$ cat src/rtl/floppy_pkg.sv
// Shared types for the floppy sector reader: FSM states, status codes and
// the size-code to byte-count mapping.
package floppy_pkg;

  typedef enum logic [1:0] {
    ST_IDLE      = 2'd0,
    ST_SEEK      = 2'd1,
    ST_WAIT_DATA = 2'd2,
    ST_CAPTURE   = 2'd3
  } state_e;

  localparam logic [1:0] STAT_OK      = 2'd0;
  localparam logic [1:0] STAT_CRC     = 2'd1;
  localparam logic [1:0] STAT_TIMEOUT = 2'd2;
  localparam logic [1:0] STAT_OVF     = 2'd3;

  // Sector payload length: 128 << code (code 7 still fits in 16 bits).
  function automatic logic [15:0] size_bytes(input logic [2:0] code);
    return 16'd128 << code;
  endfunction

endpackage

$ cat src/rtl/byte_fifo.sv
// First-word-fall-through FIFO of 9-bit entries {last, data}; outputs zero
// while empty. A push into a full FIFO is accepted only with a same-cycle pop.
module byte_fifo #(
  parameter int DEPTH = 512
) (
  input  logic       i_Clk,
  input  logic       i_Reset_n,
  input  logic       i_Push,
  input  logic [8:0] i_Din,
  input  logic       i_Pop,
  output logic [8:0] o_Dout,
  output logic       o_Full,
  output logic       o_Empty
);

  localparam int AW = $clog2(DEPTH);

  logic [AW-1:0] wr_q, rd_q;
  logic [AW:0]   cnt_q;
  logic [8:0]    mem_q [DEPTH];
  logic          do_push, do_pop;

  assign o_Full  = (cnt_q == (AW+1)'(DEPTH));
  assign o_Empty = (cnt_q == '0);
  assign do_pop  = i_Pop & ~o_Empty;
  assign do_push = i_Push & (~o_Full | do_pop);
  assign o_Dout  = o_Empty ? 9'd0 : mem_q[rd_q];

  always_ff @(posedge i_Clk) begin
    if (!i_Reset_n) begin
      wr_q  <= '0;
      rd_q  <= '0;
      cnt_q <= '0;
    end else begin
      if (do_push) wr_q <= wr_q + 1'b1;
      if (do_pop)  rd_q <= rd_q + 1'b1;
      case ({do_push, do_pop})
        2'b10:   cnt_q <= cnt_q + 1'b1;
        2'b01:   cnt_q <= cnt_q - 1'b1;
        default: cnt_q <= cnt_q;
      endcase
    end
  end

  always_ff @(posedge i_Clk) begin
    if (do_push) mem_q[wr_q] <= i_Din;
  end

endmodule

$ cat src/rtl/sector_reader.sv
// Floppy sector reader: finds the requested sector header, captures its data
// field into a FWFT byte FIFO and reports completion status.
// Define FLOPPY_READ_TIMEOUT_EN to abort after TIMEOUT_REVS index pulses.
module sector_reader
  import floppy_pkg::*;
#(
  parameter int DEPTH         = 512,
  parameter int MAX_SIZE_CODE = 2,
  parameter int TIMEOUT_REVS  = 5
) (
  input  logic       i_Clk,
  input  logic       i_Reset_n,
  input  logic       i_Index,
  input  logic       i_HeaderValid,
  input  logic [7:0] i_Track,
  input  logic [7:0] i_Side,
  input  logic [7:0] i_Sector,
  input  logic [7:0] i_SectorSize,
  input  logic       i_HeaderCRCError,
  input  logic [7:0] i_SecData,
  input  logic       i_SecValid,
  input  logic       i_DataDone,
  input  logic       i_DataCRCError,
  input  logic       i_ReqValid,
  output logic       o_ReqReady,
  input  logic [7:0] i_ReqTrack,
  input  logic [7:0] i_ReqSide,
  input  logic [7:0] i_ReqSector,
  output logic [7:0] o_Data,
  output logic       o_Valid,
  input  logic       i_Ready,
  output logic       o_Last,
  output logic       o_Done,
  output logic [1:0] o_Status
);

  state_e      state_q, state_d;
  logic [7:0]  trk_q, trk_d, side_q, side_d, sec_q, sec_d;
  logic [2:0]  size_q, size_d, size_clamp;
  logic [15:0] cnt_q, cnt_d, n_bytes;
  logic        ovf_q, ovf_d, done_q, done_d;
  logic [1:0]  stat_q, stat_d;
  logic        push, push_last, pop, drop, full, empty, hdr_match, tmo_hit;
  logic [8:0]  fifo_dout;

  assign n_bytes    = size_bytes(size_q);
  assign size_clamp = (i_SectorSize > 8'(MAX_SIZE_CODE)) ? 3'(MAX_SIZE_CODE) : i_SectorSize[2:0];
  assign hdr_match  = i_HeaderValid & ~i_HeaderCRCError &
                      (i_Track == trk_q) & (i_Side == side_q) & (i_Sector == sec_q);

  // cnt_q is zero in WAIT_DATA, so the same tag test covers the first byte.
  assign push      = i_SecValid & ((state_q == ST_WAIT_DATA) |
                                   ((state_q == ST_CAPTURE) & (cnt_q < n_bytes)));
  assign push_last = (cnt_q == n_bytes - 16'd1);
  assign pop       = o_Valid & i_Ready;
  assign drop      = push & full & ~pop;

`ifdef FLOPPY_READ_TIMEOUT_EN
  localparam int REV_W = $clog2(TIMEOUT_REVS + 1);
  logic             idx_q, idx_edge, waiting;
  logic [REV_W-1:0] rev_q, rev_d;

  assign idx_edge = i_Index & ~idx_q;
  assign waiting  = (state_q == ST_SEEK) | (state_q == ST_WAIT_DATA);
  assign tmo_hit  = waiting & idx_edge & (rev_q == REV_W'(TIMEOUT_REVS - 1));

  always_comb begin
    rev_d = rev_q;
    if (state_q == ST_IDLE && i_ReqValid) rev_d = '0;
    else if (waiting && idx_edge)         rev_d = rev_q + 1'b1;
  end

  always_ff @(posedge i_Clk) begin
    if (!i_Reset_n) begin
      idx_q <= 1'b0;
      rev_q <= '0;
    end else begin
      idx_q <= i_Index;
      rev_q <= rev_d;
    end
  end
`else
  logic unused_idx;
  assign unused_idx = i_Index ^ (TIMEOUT_REVS == 0);
  assign tmo_hit    = 1'b0;
`endif

  always_comb begin
    state_d = state_q;
    trk_d   = trk_q;
    side_d  = side_q;
    sec_d   = sec_q;
    size_d  = size_q;
    cnt_d   = cnt_q;
    ovf_d   = ovf_q | drop;
    done_d  = 1'b0;
    stat_d  = stat_q;
    case (state_q)
      ST_IDLE: if (i_ReqValid) begin
        trk_d   = i_ReqTrack;
        side_d  = i_ReqSide;
        sec_d   = i_ReqSector;
        ovf_d   = 1'b0;
        state_d = ST_SEEK;
      end
      ST_SEEK: if (hdr_match) begin
        size_d  = size_clamp;
        cnt_d   = '0;
        state_d = ST_WAIT_DATA;
      end
      ST_WAIT_DATA: begin
        if (i_SecValid) begin
          cnt_d   = 16'd1;
          state_d = ST_CAPTURE;
        end else if (i_HeaderValid) begin
          state_d = ST_SEEK;
        end
      end
      ST_CAPTURE: begin
        if (push) cnt_d = cnt_q + 16'd1;
        if (i_DataDone) begin
          done_d  = 1'b1;
          stat_d  = (ovf_q | drop) ? STAT_OVF : (i_DataCRCError ? STAT_CRC : STAT_OK);
          state_d = ST_IDLE;
        end
      end
      default: state_d = ST_IDLE;
    endcase
    if (tmo_hit) begin
      done_d  = 1'b1;
      stat_d  = STAT_TIMEOUT;
      state_d = ST_IDLE;
    end
  end

  always_ff @(posedge i_Clk) begin
    if (!i_Reset_n) begin
      state_q <= ST_IDLE;
      trk_q   <= '0;
      side_q  <= '0;
      sec_q   <= '0;
      size_q  <= '0;
      cnt_q   <= '0;
      ovf_q   <= 1'b0;
      done_q  <= 1'b0;
      stat_q  <= STAT_OK;
    end else begin
      state_q <= state_d;
      trk_q   <= trk_d;
      side_q  <= side_d;
      sec_q   <= sec_d;
      size_q  <= size_d;
      cnt_q   <= cnt_d;
      ovf_q   <= ovf_d;
      done_q  <= done_d;
      stat_q  <= stat_d;
    end
  end

  byte_fifo #(.DEPTH(DEPTH)) u_fifo (
    .i_Clk     (i_Clk),
    .i_Reset_n (i_Reset_n),
    .i_Push    (push),
    .i_Din     ({push_last, i_SecData}),
    .i_Pop     (pop),
    .o_Dout    (fifo_dout),
    .o_Full    (full),
    .o_Empty   (empty)
  );

  assign o_Valid    = ~empty;
  assign o_Data     = fifo_dout[7:0];
  assign o_Last     = fifo_dout[8];
  assign o_Done     = done_q;
  assign o_Status   = stat_q;
  assign o_ReqReady = (state_q == ST_IDLE);

endmodule

$ cat config.mk
export PLATFORM = sky130hd
export DESIGN_NAME = sector_reader
export DESIGN_NICKNAME = d
export VERILOG_FILES = /design/src/rtl/floppy_pkg.sv /design/src/rtl/byte_fifo.sv /design/src/rtl/sector_reader.sv
export SDC_FILE = /design/constraint.sdc
export NUM_CORES = 2
export LEC_CHECK = 0
export CAP_MARGIN = 25
export CORE_MARGIN = 2
export CORE_UTILIZATION = 32
export CTS_CLUSTER_DIAMETER = 40
export DETAILED_ROUTE_END_ITERATION = 10
export HOLD_SLACK_MARGIN = 0.08
export PLACE_DENSITY = 0.44
export SYNTH_ARGS = -nofsm -noshare
export SYNTH_HDL_FRONTEND = slang
export SYNTH_MEMORY_MAX_BITS = 65536
export SYNTH_SLANG_ARGS = --single-unit
$ cat constraint.sdc
create_clock -name i_Clk -period 52 [get_ports i_Clk]
set_input_delay 7.8 -clock i_Clk [delete_from_list [all_inputs] [get_ports i_Clk]]
set_output_delay 7.8 -clock i_Clk [all_outputs]
set_load 0.02 [all_outputs]
# After elaboration in Yosys (flattened, before gate mapping)
# Memories as Yosys holds them, arrays and structs flattened. A register that Yosys moved wholly into a read port is not among the register bits.
# Index checks and enable logic that the tools add are counted.
# totals
out_inout_bits,14
reg_bits,77
memories,1
word_cells,88
mem_bits_rw,4608
# op_classes
n_addsub,6
shifts,1
n_eq_ne,16
n_bitwise,18
reduce_logical,10
n_mux,22
order_cmp,2
# mem_list
memory,words,word_bits,read_ports,rd_ports_with_merged_regs,wr,line_no,text
u_fifo.mem_q,512,9,1,1,1,byte_fifo.sv:20,logic [8:0] mem_q [DEPTH];
# ops
cell,n
$mux W16,3
$pmux W16 S3,1
$mux W9,3
$eq A8 B8 Y1,3
$pmux W10 S2,1
$add A9 B1 Y9 const B,2
$add A16 B1 Y16 const B,1
$eq A16 B16 Y1,1
$lt A16 B16 Y1,1
$shl A8 B3 Y16 const A,1
$sub A16 B1 Y16 const B,1
$mux W2,6
$and A1 B1 Y1,11
$add A10 B1 Y10 const B,1
$eq A10 B10 Y1 const B,1
$logic_not A10 Y1,1
$ne A2 B2 Y1 const B,5
$sub A10 B1 Y10 const B,1
$gt A8 B2 Y1 const B,1
$pmux W2 S4,1
$reduce_and A2 Y1,4
$reduce_and A4 Y1,2
$eq A2 B2 Y1 const B,3
$mux W1,6
other kinds (8),14

# Logic depth before layout (Yosys ltp)
# logic_depth
depth_word,10
ltp_mapped,19
mapped_depth_nobuf,16

# Modules after synthesis
# A second synthesis with hierarchy kept.
# hier_totals
cells_unflattened,8782
area_unflattened_um2,183191.9
# modules_own_cells
module,instances,cells_each,area_each_um2
byte_fifo,1,8429,180430.5
sector_reader,1,353,2761.4

# Least setup slack after synthesis
# No wires, ideal clock.
# synth_path
path_type,register to register
from,register size_q[0]
to,"memory u_fifo.mem_q[0][8], data pin"
stages_incl_launch_ff,8
slack_ps,26795
synth_period_minus_slack_ps,25205
arrival_time_ps,21219
path_cell_list,dfxtp_1 > clkbuf_1 > or3b_2 > ha_1 > xor2_1 > nand3_1 > or4_1 > nor3_1
# synth_via
elab_chain_cells,3
# synth_rtl
item,line_no,text
from (decl),sector_reader.sv:39,"logic [2:0] size_q, size_d, size_clamp;"
from (signal assigned),sector_reader.sv:152,size_q <= size_d;
$shl A8 B3 Y16,floppy_pkg.sv:19,return 16'd128 << code;
$sub A16 B1 Y16,sector_reader.sv:54,assign push_last = (cnt_q == n_bytes - 16'd1);
$eq A16 B16 Y1,sector_reader.sv:54,
net push_last,sector_reader.sv:43,"logic push, push_last, pop, drop, full, empty, hdr_match, tmo_hit;"
to (decl),byte_fifo.sv:20,
# The timed path passes the listed nets, and every way through them passes these cells.

==> out/metrics.csv <==
stage,metric,value,unit
status,status,"complete, no violations",
sta,fin_crit_sh,31.8,%
clock_tree,cts_root_buf,clkbuf_16,
critical_path,path_max_fanout,98,
drt,wire_per_inst,30.4,um
finish,stdcell_count,17500,
clock_tree,cts_setup_buffers,0,
critical_path,cp_slowest_cell,buf_4,
yosys,async_reset_ff_share,0,%
sta,worst_pin_slew,1.25,ns
yosys,yosysSeqAreaShare,76.1,%
run,max_cap_viol_count,0,
yosys,synth-edff-count,4608,
power,cellLeakagePower,66.6,nW
die,fp.coreArea,0.573,mm2
drt,via_per_inst,5.20,
drt,vias,91000,
critical_path,crit_buf_inv,7,
hold_path,whs_endpoint,sec_q[2],
die,die_y,762,um
global_routing,track_usage,17.8,%
power,peakVddDrop,0.0347,mV
global_routing,grt_start_max_net_pins,195,
finish,drive_gt1_share,23.7,%
clock_tree,htreeDepth,6,
sta,period_minus_slack,16.56,ns
critical_path,crit_chain,buf_4 -> buf_12 -> buf_4 -> buf_12 -> buf_4 -> buf_4 -> mux4_2 -> a22oi_1 -> nand3_1 -> nand3_1 -> nor4bb_1 -> or3_1 -> clkdlybuf4s50_1,
sta,fin_hold_ws,0.469,ns
die,core.rowCount,278,
die,initial_core_util,32.1,%
die,io_pins,88,
sta,drv_slew,0,
yosys,syn_avg_cell_area,20.7,um2
drt,drtIter0Drc,9522,
drt,antenna_left,0,
yosys,netlist_area,0.184,mm2
yosys,ys.flop_type,edfxtp_1,
hold_path,holdPathStages,2,
yosys,synth_nets,8982,
sta,max_slew_margin,16.9,%
clock_tree,cts_resized,0,
power,power_frac_clock,44.9,%
clock_tree,clock_path_buffers,4,
clock_tree,cts-buffers-inserted,637,
sta,setup_tns,0,ns
finish,layout_common_cells,"edfxtp_1 (4608), mux4_2 (841), clkbuf_16 (647), nor2_1 (593), mux2i_1 (473)",
yosys,yosys_warnings,0,
power,seqPwrFrac,41.8,%
clock_tree,cts_hold_buffers,0,
critical_path,worstPathArrival,8.76,ns
placed_design,placedInstanceArea,0.193,mm2
finish,fin_area,0.216,mm2
placed_design,port_buffers,86,
critical_path,crit-reg2reg-launch,size_q[0],
finish,fill_cells,52000,
critical_path,crit_required,44.20,ns
global_routing,overflow,0,
power,powerDensity,46.2,mW/mm2
power,p_switching,0.00250,W
die,die_area,0.581,mm2
critical_path,rr_endpoint,u_fifo.mem_q[243][6],
drt,routed_wirelength,532,mm
power,switching_share,25.1,%
critical_path,endpoint_kind,primary output,
clock_tree,cts.clk_slew.worst_paths,0.05,ns
critical_path,critPathTopFamily,buffers and inverters,
die,fp.dieW,762,um
critical_path,reg2reg_slack,46.13,ns
hold_path,hp-start,sec_q[2],
sta,setup_violations,0,
sta,final-hold-violation-count,0,
finish,multi_input_area,0.0402,mm2
sta,fmax,60.4,MHz
yosys,synth.distinct_cells,99,
finish,regArea,0.140,mm2
finish,final_common_cell,edfxtp_1,
yosys,syn-instance-count,8884,
sta,rsz0062_at_grt,false,
drt,dr.pass1.iters,6,
critical_path,worstSetupPathType,reg2out,
global_routing,grt_pass1_vias,94000,
sta,clock_skew,0.0377,ns
critical_path,max_stage_delay,0.73,ns
power,internal-power,0.00747,W
finish,nets,9487,
finish,area_growth_syn_to_layout,17.1,%
yosys,synth-seq-cells,4694,
clock_tree,cts_tree,yes,
hold_path,hold_path.class,reg2reg,
critical_path,rr_worst_depth,11,
drt,drc,0,
power,power,0.00997,W
critical_path,cpMostUsedCell,buf_4,
global_routing,grt_pass1_wl,740,mm
critical_path,setup.worst_path.start_class,flop,
power,power_frac_comb,13.3,%
placed_design,place_inst,16300,
clock_tree,clock_latency,1.07,ns
clock_tree,cts_sinks,4694,
placed_design,dp_hpwl,324,mm
placed_design,gp_congestion,0.797,
global_routing,antenna_found_initial,41,
## per-layer routing
metal	vias up	global-route usage [%]	wire, um
met4	2	4.89	14500
met1	49100	24.4	227000
li1	38300	-	-
met2	2970	29.8	260000
met5	-	0	12
met3	671	2.54	30800
## sequential cells by signal, indices dropped and copies added (netlist names), 8 cells and up, named ones only
signal        count
u_fifo.cnt_q     10
sec_q             8
trk_q             8
u_fifo.mem_q   4608
side_q            8
u_fifo.wr_q       9
u_fifo.rd_q       9
cnt_q            16
## layout make-up
cell class | count | area share [%]
antenna | 17 | 0.0197
clock buffer | 706 | 7.62
clock inverter | 474 | 2.58
inverter | 11 | 0.0192
multi-input combinational | 3635 | 18.6
sequential | 4694 | 65.0
tap | 7560 | 4.39
timing repair buffer | 410 | 1.75
## cells by family (layout without fill, tap and decap cells)
group | count (synthesis) | count (layout) | share of synthesized area, %
compound gates | 864 | 864 | 3.23
mux | 1467 | 1467 | 14.8
fa+ha+maj | 24 | 24 | 0.167
buf+inv | 555 | 1601 | 2.31
xor+xnor | 58 | 58 | 0.276
simple gates | 1222 | 1222 | 3.08
other cells | 0 | 17 | 0
flops | 4694 | 4694 | 76.1
## power by group through the flow
stage | sequential (W) | combinational [W] | clock, W
after floorplan | 0.00424 | 0.000997 | 0
after global placement | 0.00425 | 0.00134 | 0
after detailed placement | 0.00425 | 0.00136 | 0
after CTS | 0.00417 | 0.00136 | 0.00456
after global routing | 0.00417 | 0.00141 | 0.00472
final | 0.00417 | 0.00133 | 0.00447
## through the flow
step	setup WS, ns	utilization, %
global route	35.16	37.6
CTS	35.24	37.5
finish	35.44	37.6
global placement	36.43	33.6
detailed placement	36.43	33.7
floorplan	26.80	-
## worst max-delay path by stage
stage	from	end	cells after the start
floorplan	size_q[0]	u_fifo.mem_q[0][8]	7
global placement	flop	o_Data[1]	12
detailed placement	flop	o_Data[1]	13
CTS	flop	o_Data[1]	13
global route	flop	o_Data[1]	13
finish	flop	o_Data[1]	13
## synthesized netlist by cell type (19+ instances only)
master     instances  area share (%)
xnor2_1           48            0.23
a22o_1            23            0.11
mux4_1           127             1.8
mux2_2            26            0.16
buf_4             78            0.32
nand2_1          246            0.50
buf_6             74            0.45
nand3_1           59            0.16
o2111ai_1         31            0.15
nor2_1           599             1.2
nor2b_1           32            0.11
nand4_1           38            0.13
dfxtp_1           86            0.94
ha_1              23            0.16
buf_2            100            0.27
o21ai_0           47            0.13
a22oi_1          260             1.1
o22ai_1          140            0.48
a21oi_1          175            0.48
mux2i_1          473             2.6
nor4_1            34            0.12
edfxtp_1        4608              75
mux4_2           841              10
a211oi_1          49            0.20
nor4b_1           24            0.11
clkbuf_1         184            0.38
buf_8             31            0.25
nor3_1            44            0.12
o211ai_1          19           0.077
buf_12            43            0.47
## worst reg2reg max path: cells and delay by family (launching register included)
kind | cells | cell delay (ns)
AOI/OAI and AO/OA | 4 | 0.93
and+or+nand+nor | 4 | 2.93
buffers and inverters | 2 | 0.84
adders and majority gates | 1 | 0.28
DFF | 1 | 0.49
Power figures use the tool's default switching activity.
